--- src/rtl/rf_pkg.sv ---
// Shared types and sizes for the register-file write-back path.
//   DW/AW/NREG : data width, register address width, register count
//   req_id_t   : write-back requester identity (ALU or load unit)
//   wb_req_t   : write-back payload (destination register + data)
package rf_pkg;

    localparam int unsigned DW   = 32;
    localparam int unsigned AW   = 5;
    localparam int unsigned NREG = 32;

    typedef enum logic {
        REQ_ALU = 1'b0,
        REQ_LD  = 1'b1
    } req_id_t;

    typedef struct packed {
        logic [AW-1:0] rd;
        logic [DW-1:0] data;
    } wb_req_t;

endpackage

--- src/rtl/rf_rr_arb2.sv ---
// Two-requester round-robin arbiter with a last-grant pointer.
//   clk, rst : clock, synchronous active-low reset
//   valid    : request vector, bit 0 = ALU, bit 1 = load unit
//   grant    : one-hot grant, combinational from valid and the pointer
module rf_rr_arb2
    import rf_pkg::*;
(
    input  logic       clk,
    input  logic       rst,
    input  logic [1:0] valid,
    output logic [1:0] grant
);

    req_id_t last_q;

    // Tie goes to whichever requester was not granted last; no grants in reset.
    always_comb begin
        grant = 2'b00;
        if (rst) begin
            unique case (valid)
                2'b01:   grant = 2'b01;
                2'b10:   grant = 2'b10;
                2'b11:   grant = (last_q == REQ_LD) ? 2'b01 : 2'b10;
                default: grant = 2'b00;
            endcase
        end
    end

    // Pointer moves only when something is granted.
    always_ff @(posedge clk) begin
        if (!rst) begin
            last_q <= REQ_LD;
        end else if (grant[0]) begin
            last_q <= REQ_ALU;
        end else if (grant[1]) begin
            last_q <= REQ_LD;
        end
    end

endmodule

--- src/rtl/rf_wb_scheduler.sv ---
// Write-back scheduler and busy scoreboard for the 32x32 register file.
// Arbitrates ALU and load results onto the single regfile write port through
// a one-stage output register, and tracks pending destinations for decode.
//   clk, rst                  : clock, synchronous active-low reset
//   alu_valid/ready/rd/data   : ALU result handshake
//   ld_valid/ready/rd/data    : load result handshake
//   iss_valid, iss_rd         : issuing instruction's destination (sets busy)
//   chk_rs1, chk_rs2          : decode sources checked for hazards
//   stall                     : combinational RAW/WAW hazard indication
//   rf_we, rf_a3, rf_wd       : registered regfile write port
//   busy                      : scoreboard vector, bit 0 always 0
//   wb_err                    : sticky flag, write-back to a non-busy register
module rf_wb_scheduler
    import rf_pkg::*;
(
    input  logic            clk,
    input  logic            rst,
    input  logic            alu_valid,
    output logic            alu_ready,
    input  logic [AW-1:0]   alu_rd,
    input  logic [DW-1:0]   alu_data,
    input  logic            ld_valid,
    output logic            ld_ready,
    input  logic [AW-1:0]   ld_rd,
    input  logic [DW-1:0]   ld_data,
    input  logic            iss_valid,
    input  logic [AW-1:0]   iss_rd,
    input  logic [AW-1:0]   chk_rs1,
    input  logic [AW-1:0]   chk_rs2,
    output logic            stall,
    output logic            rf_we,
    output logic [AW-1:0]   rf_a3,
    output logic [DW-1:0]   rf_wd,
    output logic [NREG-1:0] busy,
    output logic            wb_err
);

    logic [1:0]      grant;
    logic            xfer;
    wb_req_t         alu_req;
    wb_req_t         ld_req;
    wb_req_t         sel_req;
    logic [NREG-1:0] busy_d;

    rf_rr_arb2 u_arb (
        .clk   (clk),
        .rst   (rst),
        .valid ({ld_valid, alu_valid}),
        .grant (grant)
    );

    assign alu_ready = grant[0];
    assign ld_ready  = grant[1];
    assign xfer      = |grant;

    // Select the granted payload for the output stage.
    always_comb begin
        alu_req.rd   = alu_rd;
        alu_req.data = alu_data;
        ld_req.rd    = ld_rd;
        ld_req.data  = ld_data;
        sel_req      = grant[1] ? ld_req : alu_req;
    end

    // Output stage; rd == 0 transfers are consumed without a write.
    always_ff @(posedge clk) begin
        if (!rst) begin
            rf_we <= 1'b0;
            rf_a3 <= '0;
            rf_wd <= '0;
        end else begin
            rf_we <= xfer && (sel_req.rd != '0);
            if (xfer) begin
                rf_a3 <= sel_req.rd;
                rf_wd <= sel_req.data;
            end
        end
    end

    // Scoreboard next state: clear on write-back, then set on issue so set wins.
    always_comb begin
        busy_d = busy;
        if (rf_we) begin
            busy_d[rf_a3] = 1'b0;
        end
        if (iss_valid && (iss_rd != '0)) begin
            busy_d[iss_rd] = 1'b1;
        end
        busy_d[0] = 1'b0;
    end

    always_ff @(posedge clk) begin
        if (!rst) begin
            busy   <= '0;
            wb_err <= 1'b0;
        end else begin
            busy <= busy_d;
            if (rf_we && !busy[rf_a3]) begin
                wb_err <= 1'b1;
            end
        end
    end

    // Hazard detect; the write-back cycle still reports busy (no write-through).
    always_comb begin
        stall = 1'b0;
        if (rst) begin
            stall = (busy[chk_rs1] && (chk_rs1 != '0)) ||
                    (busy[chk_rs2] && (chk_rs2 != '0)) ||
                    (iss_valid && busy[iss_rd] && (iss_rd != '0));
        end
    end

endmodule
--- config.mk ---
export PLATFORM = sky130hd
export DESIGN_NAME = rf_wb_scheduler
export DESIGN_NICKNAME = d
export VERILOG_FILES = /design/src/rtl/rf_pkg.sv /design/src/rtl/rf_rr_arb2.sv /design/src/rtl/rf_wb_scheduler.sv
export SDC_FILE = /design/constraint.sdc
export NUM_CORES = 1
export LEC_CHECK = 0
export ABC_AREA = 1
export CORE_AREA = 2 2 82 123
export DETAILED_ROUTE_END_ITERATION = 10
export DIE_AREA = 0 0 84 125
export PLACE_DENSITY = 0.84
export SYNTH_ARGS = -nofsm -noshare
export SYNTH_HDL_FRONTEND = slang
export SYNTH_SLANG_ARGS = --single-unit
export TNS_END_PERCENT = 20
--- constraint.sdc ---
create_clock -name clk -period 4.44 [get_ports clk]
set_input_delay 0.888 -clock clk [delete_from_list [all_inputs] [get_ports clk]]
set_output_delay 0.888 -clock clk [all_outputs]
set_load 0.02 [all_outputs]
==> After elaboration in Yosys (flattened, before gate mapping) <==
Cells that the tools add are included.
{ "totals": {"regBits": 72, "input_bits": 94, "output_inout_bits": 74, "word_cells": 58} }
{ "op_classes": {"n_lt_le_gt_ge": 6, "n_eq_ne": 3, "n_mux": 21, "bitwise_logic": 3, "n_reduce_logical": 18} }
{ "ops": {"columns": ["op", "count"], "rows": [
  ["two-way mux 32 bit", 2],
  ["two-way mux 37 bit", 1],
  ["bitwise AND 32 bit", 1],
  ["NOT 32 bit", 1],
  ["OR 32 bit", 1],
  ["less-than comparator 5 x 6 -> 1 bit (second input constant)", 4],
  ["binary-select mux 1 bit (select 5 bit)", 4],
  ["nonzero test 5 bit", 4],
  ["demux 1 bit (select 5 bit)", 2],
  ["greater-or-equal comparator 5 x 1 -> 1 bit (second input constant)", 2],
  ["logical AND 1 bit", 9],
  ["two-way mux 1 bit", 9],
  ["case mux 2 bit (3 select lines)", 1],
  ["== test 2 bit (second input constant)", 2],
  ["two-way mux 2 bit", 2],
  ["== test 2 x 1 -> 1 bit (second input constant)", 1],
  ["logical OR 1 bit", 2],
  ["nonzero test 2 bit", 1],
  ["OR reduction 2 bit", 1],
  ["zero test 1 bit", 1]
]} }

==> Logic depth before layout (Yosys ltp) <==
Gate-level depths: netlist of run 1.
{ "logic_depth": {"ltp_word": 9, "mapped_depth": 14, "mapped_depth_nobuf": 13} }

==> Modules after synthesis <==
A second synthesis of run 1 with hierarchy kept.
{ "unflattened": {"hier_cells": 755, "hier_area_um2": 4438.0} }
{ "by_module_without_submodules": {"columns": ["module", "instances", "cells_per_inst", "area_each_um2", "seq_area_each_um2"], "rows": [
  ["rf_wb_scheduler", 1, 745, 4374.2, 1401.3],
  ["rf_rr_arb2", 1, 10, 63.8, 20.0]
]} }

==> Least setup slack after synthesis of run 1 <==
No wires, ideal clock.
{ "synth_timing": {"path_kind": "input to output", "start": "in iss_rd[0]", "end": "out stall", "arrival_ns": 1.955, "required_ns": 3.552, "slack_ns": 1.597, "cell_stages": 13, "n_path_buf": 2, "path_cell_list": "buf_4 > buf_6 > o21ai_1 > nand2_1 > nand2_1 > nand2_1 > nand2_1 > nor2_1 > nand2_1 > nand2_1 > nand2_1 > nor2_1 > nor2_1"} }
{ "synth_between": {"elab_chain_cells": 6, "elab_cells_between_ends": 7, "cone_classes": "mux (3); reduce/logical (4)"} }
{ "synth_lines": {"columns": ["element", "line_no", "source"], "rows": [
  ["start: declaration", "rf_wb_scheduler.sv:27", "input logic [AW-1:0] iss_rd,"],
  ["binary-select mux 1 bit (select 5 bit)", "rf_wb_scheduler.sv:110", "(iss_valid && busy[iss_rd] && (iss_rd != '0));"],
  ["two-way mux 1 bit (not written as such)", "rf_wb_scheduler.sv:110", null],
  ["logical AND 1 bit", "rf_wb_scheduler.sv:110", null],
  ["logical AND 1 bit *", "rf_wb_scheduler.sv:110", null],
  ["logical OR 1 bit *", "rf_wb_scheduler.sv:109", "(busy[chk_rs2] && (chk_rs2 != '0)) ||"],
  ["two-way mux 1 bit *", "rf_wb_scheduler.sv:107", "if (rst) begin"],
  ["end: declaration", "rf_wb_scheduler.sv:30", "output logic stall,"]
]} }
Mark *: on every way between the ends. The rest lies on a longest branch, timed or not. The select of a mux whose other input is x is not followed.

==> Worst setup path after layout of run 1 <==
{ "layout_timing": {"start": "in chk_rs1[0]", "end": "out stall"} }
{ "layout_between": {"elab_chain_cells": 6, "elab_cells_between_ends": 7, "cone_classes": "mux (3); reduce/logical (4)"} }
{ "layout_lines": {"columns": ["element", "line_no", "source"], "rows": [
  ["start: declaration", "rf_wb_scheduler.sv:28", "input logic [AW-1:0] chk_rs1,"],
  ["binary-select mux 1 bit (select 5 bit)", "rf_wb_scheduler.sv:108", "stall = (busy[chk_rs1] && (chk_rs1 != '0)) ||"],
  ["two-way mux 1 bit (not written as such)", "rf_wb_scheduler.sv:108", null],
  ["logical AND 1 bit *", "rf_wb_scheduler.sv:108", null],
  ["logical OR 1 bit *", "rf_wb_scheduler.sv:108", null],
  ["logical OR 1 bit *", "rf_wb_scheduler.sv:109", null],
  ["two-way mux 1 bit *", "rf_wb_scheduler.sv:107", null]
]} }
Marked as above.

==> results of run 1 <==
## timing repair
action                                  in CTS  in global routing
hold buffers                                 0                  0
resized for setup                            0                  1
endpoints found under the setup margin       0                  1
## registers in the layout, indices dropped and copies added (netlist names)
name,flops
rf_wd,32
busy,31
rf_a3,5
rf_we,1
u_arb.last_q,1
wb_err,1
## critical path: cells and delay by family
| kind | cells | cell delay [ns] |
|---|---|---|
| buf+inv | 3 | 1.44 |
| simple gates | 7 | 0.70 |
| compound gates | 2 | 0.31 |
## stage by stage
step                area (um^2)  std cells   util  worst slack (ns)
floorplan                  4410        719      -              1.60
global placement           6140        979  0.645             0.278
finish                     6450        995  0.677             0.211
global route               6450        995  0.677           0.00740
detailed placement         6140        979  0.645             0.312
CTS                        6450        995  0.677             0.305
## layout by cell type, fill, tap and decap left out, types with 21 or more instances in the layout
master / count
o211ai_1: 46
inv_1: 58
inv_2: 24
nor2_1: 21
dfxtp_1: 71
o21ai_0: 36
clkdlybuf4s50_1: 166
nand2_1: 279
a21oi_1: 37
nand3_1: 67
## final cells by class
| type | instances | share of cell area |
|---|---|---|
| well taps | 115 | 0.0223 |
| clock buffers | 10 | 0.0371 |
| clock inverters | 6 | 0.0109 |
| flip-flops and latches | 71 | 0.220 |
| inverters | 83 | 0.0483 |
| multi-input cells | 533 | 0.390 |
| repair buffers | 177 | 0.271 |
## cell families (layout without fill, tap and decap cells)
logic type / after synthesis / after routing / synth area share
and+or+nand+nor: 390 / 390 / 0.372
muxes: 1 / 1 / 0.00227
DFF: 71 / 71 / 0.322
other: 1 / 1 / 0.000850
buffers and inverters: 115 / 276 / 0.107
AOI/OAI and AO/OA: 141 / 141 / 0.195
## how the worst max path moves through the flow
stage          slack (ns)    end  startpoint
2_1_floorplan        1.60  stall   iss_rd[0]
3_3_place_gp         0.28  stall  chk_rs1[0]
3_5_place_dp         0.31  stall  chk_rs1[0]
4_1_cts              0.30  stall  chk_rs1[0]
5_1_grt             0.007  stall  chk_rs1[0]
6_report             0.21  stall  chk_rs1[0]
## power breakdown
| group | internal, mW | switching (mW) | total [mW] |
|---|---|---|---|
| logic | 0.200 | 0.245 | 0.446 |
| registers | 0.675 | 0.0326 | 0.707 |
| clock network | 0.451 | 0.280 | 0.732 |
| total | 1.33 | 0.558 | 1.88 |
## layer usage
layer | vias up | part of all wire | track usage | routed length [um]
met5 | - | 0 | 0 | 0
met4 | 0 | 0.058 | 0.191 | 974
met3 | 87 | 0.095 | 0.0898 | 1610
met2 | 369 | 0.51 | 0.575 | 8550
met1 | 2532 | 0.34 | 0.334 | 5790
li1 | 2671 | - | - | -
==> metrics.txt, run 1 <==
outcome=complete, no violations; share of cells above drive strength 1=0.0739; worst clock skew on the final layout=0.00408 ns; DP HPWL=12600 um; clock latency on the worst-skew pair=0.34 ns; Sum Neg Setup Slack=0 ns; most used flip-flop cell after synthesis=dfxtp_1; DR vias=5659; area of the core region=9520 um^2; hold-critical path endpoint=wb_err; final hold violation count=0; Final GP Congestion=1.05; Starting Density=0.463; fraction of synthesized cell area taken by the top area cell type=0.322; worst relative slew slack=0.502; Worst Hold Slack=0.462 ns; critical path launch point type=input pin; Least-Margin Pin Slew=0.742 ns; peak fanout along the critical path=16; CP Data Arrival Time=3.34 ns; period utilization=0.953; violation count after the first detailed-route iteration=567; delay of the slowest cell on the worst path=0.63 ns; total of flip-flops plus latches after synthesis=71; ranking of synthesized cells by area=dfxtp_1 (32%), nand2_1 (24%), o211ai_1 (7.8%); worst hold path class=flop to flop; unrepaired setup endpoints after global routing=no; Worst-path clk slew=0.06 ns; power density normalized to cell area=292 nW/um^2; maximum root-to-sink buffer count=2; commonest cells in the synthesized netlist=nand2_1 (279), dfxtp_1 (71), nand3_1 (67), inv_1 (58), o211ai_1 (46); slowest cell on the critical path=clkdlybuf4s50_1; Clk Tree Root Cell=clkbuf_16; Max Clk Rate=236 MHz; count of buffers inserted at the top-level ports=166; Final Slew Violations=0; filler instances=865; total design power=1.88 mW; H-tree level count=3; total inserted antenna cells=0; Reg2Reg Depth=9; horizontal die dimension=84 um; register-to-register path setup slack=2.28 ns; # rows=44; post-synthesis average cell area=6.14 um^2; wire length of the first global-routing pass=27400 um; area added between synthesis and finish=46.1%; initial antenna violation count=0; post-synth design cell area=4410 um^2; area taken by multi-input logic gates=2520 um^2; combined flip-flop and latch cell area=1420 um^2; average wire per standard cell=17.0 um; total setup violations reported at the end of the flow=0; chain of cells forming the critical path=clkdlybuf4s50_1 > buf_4 > a21oi_1 > o21ai_1 > nand3_1 > nand3_1 > nand2_1 > nand2_1 > nand2_1 > nor2_1 > nor2_1 > clkdlybuf4s50_1; number of vias per cell after detailed routing=5.69; DIE AREA=10500 um^2; vias in the first global route=5548; leading cell type by number of instances after synthesis=nand2_1; cell mode on critical path=nand2_1; net count of the finished layout=969; required time of the critical path=3.55 ns; first drt pass iteration count=6; count of cell types in the netlist=26; biggest area consumer among synthesized cells=dfxtp_1; total overflow reported by the global router=0; classification of the worst setup path=input pin to output pin; reg-to-reg critical path endpoint=rf_wd[19]; top-level port count=168; Sinks on Clock Net=71; number of post-CTS setup repair buffers=0; EDFF count, synth=0; count of maximum capacitance violations=0; share of async-settable or async-resettable flops after synthesis=0; Syn Nets=813; Final Critical Period=4.23 ns; WHS Path Cells=2; Leakage=2.80 nW; Synth Warn #=0; post-detailed-route DRC marker count=0; pin count of the biggest net entering global routing=65; Tot GR Track Use=0.323; startpoint of the tightest hold check path=wb_err; worst voltage drop across the vdd grid=0.000256 V; Die Y=125 um; WL final=16900 um; portion of the post-synthesis area used by sequential elements=0.322; CTS Buf Count=9; Final ANT Viol Nets=0; Gate Count Post-Synth=719; reg-to-reg startpoint=u_arb.last_q; CTS tree=built; nature of the critical path endpoint=output pin
(Power assumes the default switching activity.)
==> inputs of run 2 (changes only) <==
--- a/config.mk
+++ b/config.mk
@@ -6,10 +6,12 @@
 export NUM_CORES = 1
 export LEC_CHECK = 0
 export ABC_AREA = 1
-export CORE_AREA = 2 2 82 123
+export CAP_MARGIN = 20
+export CORE_AREA = 2 2 84 127
 export DETAILED_ROUTE_END_ITERATION = 10
-export DIE_AREA = 0 0 84 125
-export PLACE_DENSITY = 0.84
+export DIE_AREA = 0 0 86 129
+export PLACE_DENSITY = 0.8
+export SETUP_SLACK_MARGIN = 0.2
 export SYNTH_ARGS = -nofsm -noshare
 export SYNTH_HDL_FRONTEND = slang
 export SYNTH_SLANG_ARGS = --single-unit
==> constraint.sdc (replaced) <==
create_clock -name clk -period 3.92 [get_ports clk]
set_input_delay 0.784 -clock clk [delete_from_list [all_inputs] [get_ports clk]]
set_output_delay 0.784 -clock clk [all_outputs]
set_load 0.02 [all_outputs]
==> metrics.txt, run 2 (synthesis gave the netlist of run 1 again) <==
outcome=complete, no violations; buffers and inverters on the worst path=3 (unchanged); Final ANT Viol Nets=0 (unchanged); Least-Margin Pin Slew=0.728 ns (-0.0140 ns); pin count of the biggest net entering global routing=41 (-37%); Starting Density=0.443 (-0.0205); worst slack at placement=0.0953 ns (-0.217 ns); CTS Buf Count=9 (unchanged); Final Slew Violations=0 (unchanged); unrepaired setup endpoints after global routing=no; final cell count without fillers=1013 (+1.8%); DR vias=5600 (-1.0%); share of cells above drive strength 1=0.0915 (+0.0177); number of post-CTS setup repair buffers=0 (unchanged); most used cells in the layout excluding fill and tap cells=nand2_1 (279), clkdlybuf4s50_1 (161), dfxtp_1 (71); violation count after the first detailed-route iteration=436 (-23%); post-detailed-route DRC marker count=0 (unchanged); first drt pass iteration count=6 (unchanged); critical path launch point type=input pin; Clk Tree Root Cell=clkbuf_16; leading registers by flop count=rf_wd: 32 flops, busy: 31 flops, rf_a3: 5 flops; combined flip-flop and latch cell area=1420 um^2 (unchanged); top cell family by delay on the critical path=buffers and inverters; DP HPWL=13000 um (+2.6%); nature of the critical path endpoint=output pin; maximum root-to-sink buffer count=2 (unchanged); setup slack of the critical path after layout=0.447 ns (+0.236 ns); slowest cell on the critical path=clkdlybuf4s50_1; share of the core filled with cells in the final layout=0.662 (-0.0149); period utilization=0.886; classification of the worst setup path=input pin to output pin; total instance count after detailed placement=997 (+1.8%); total overflow reported by the global router=0 (unchanged); DIE AREA=11100 um^2 (+5.7%); area added between synthesis and finish=49.5%; total setup violations reported at the end of the flow=0 (unchanged); clock latency on the worst-skew pair=0.33 ns (about the same); most common cell after layout, fill and taps aside=nand2_1; CP Data Arrival Time=2.69 ns (-0.65 ns); count of maximum capacitance violations=0 (unchanged); average wire per standard cell=16.6 um (-2.5%); wire length of the first global-routing pass=26900 um (-1.8%); Max Clk Rate=288 MHz; WL final=16800 um (-0.69%); total inserted antenna cells=0 (unchanged); largest reg by FF count=rf_wd; filler instances=912 (+5.4%); area taken by multi-input logic gates=2540 um^2 (+0.84%); power density normalized to cell area=327 nW/um^2 (+12%); Sinks on Clock Net=71 (unchanged); Worst-path clk slew=0.05 ns (about the same); total design power=2.15 mW (+14%); Die Y=129 um (+3.2%); Tot GR Track Use=0.307 (-0.0160); peak fanout along the critical path=5 (-11); required time of the critical path=3.14 ns (-0.41 ns); delay of the slowest cell on the worst path=0.67 ns (+0.04 ns); number of vias per cell after detailed routing=5.53 (-2.8%); max FFs per register=32 (unchanged); final hold violation count=0 (unchanged); Leakage=2.90 nW (+3.5%); Final GP Congestion=0.962 (-8.2%); Final Critical Period=3.47 ns; worst hold path class=flop to flop; count of buffers inserted at the top-level ports=166 (unchanged); # rows=45 (+2.3%); initial antenna violation count=0 (unchanged); cell mode on critical path=nand2_1; area of the core region=9970 um^2 (+4.6%); top-level port count=168 (unchanged); horizontal die dimension=86 um (+2.4%); chain of cells forming the critical path=clkdlybuf4s50_1 > inv_2 > nor3_4 > nand2_1 > nand2_1 > nor2_1 > nand2_1 > nand2_1 > nand2_1 > nor2_1 > nor2_1 > dlygate4sd2_1; vias in the first global route=5498 (-0.90%); worst relative slew slack=0.512 (+0.00935); CTS tree=built; Sum Neg Setup Slack=0 ns (unchanged); H-tree level count=3 (unchanged); worst voltage drop across the vdd grid=0.000354 V (+38%); worst clock skew on the final layout=0.00606 ns (+0.00198 ns); net count of the finished layout=985 (+1.7%)
[run 2: cell count changes in the layout (fill, tap and decap cells not counted), sizes merged]
cell           previous run  this run
buf                      11        27
clkdlybuf4s50           166       161
dlygate4sd2               0         5
[run 2: final cells by class]
cell class                 instances  share of cell area
clock buffer                      10              0.0362
clock inverter                     6              0.0106
inverter                          83              0.0472
multi-input combinational        533               0.385
sequential                        71               0.215
tap                              117              0.0222
timing repair buffer             193               0.284
[run 2: path summary, 6_finish.rpt]
| path | from | end | slack [ns] | depth (start not counted) |
|---|---|---|---|---|
| setup / recovery | iss_rd[4] | stall | 0.45 | 12 |
| hold / removal | wb_err | wb_err | 0.47 | 2 |
| setup reg to reg | u_arb.last_q | rf_wd[2] | 1.94 | 10 |
| hold reg to reg | wb_err | wb_err | 0.47 | 2 |
[run 2: layer usage]
layer,vias to the layer above,track usage,wire [um]
met3,67,0.0840,1460
met5,-,0,0
met2,302,0.555,8570
met1,2530,0.309,5910
li1,2701,-,-
met4,0,0.182,874
[run 2: worst min-delay path, cell delays in order, from the launching register on]
cell and delay [ns]:
dfxtp_1 0.31, inv_1 0.05, a21oi_1 0.06
[run 2: stage by stage]
stage | instance area, um^2 | hold slack [ns]
after CTS | 6600 | 0.475
after global placement | 6270 | 0.441
final | 6600 | 0.472
after floorplan | 4410 | 0.506
after detailed placement | 6270 | 0.464
after global routing | 6600 | 0.507
[run 2: timing repair]
action                     4_1_cts  5_1_grt
gates resized for setup          9        0
hold buffers                     0        0
setup endpoints to repair        1        0
[run 2: report_power, final]
part / internal [mW] / leakage [nW] / switching [mW]
Combinational: 0.238 / 2.18 / 0.285
Clock: 0.512 / 0.141 / 0.320
Sequential: 0.764 / 0.582 / 0.0361
Total: 1.51 / 2.90 / 0.641
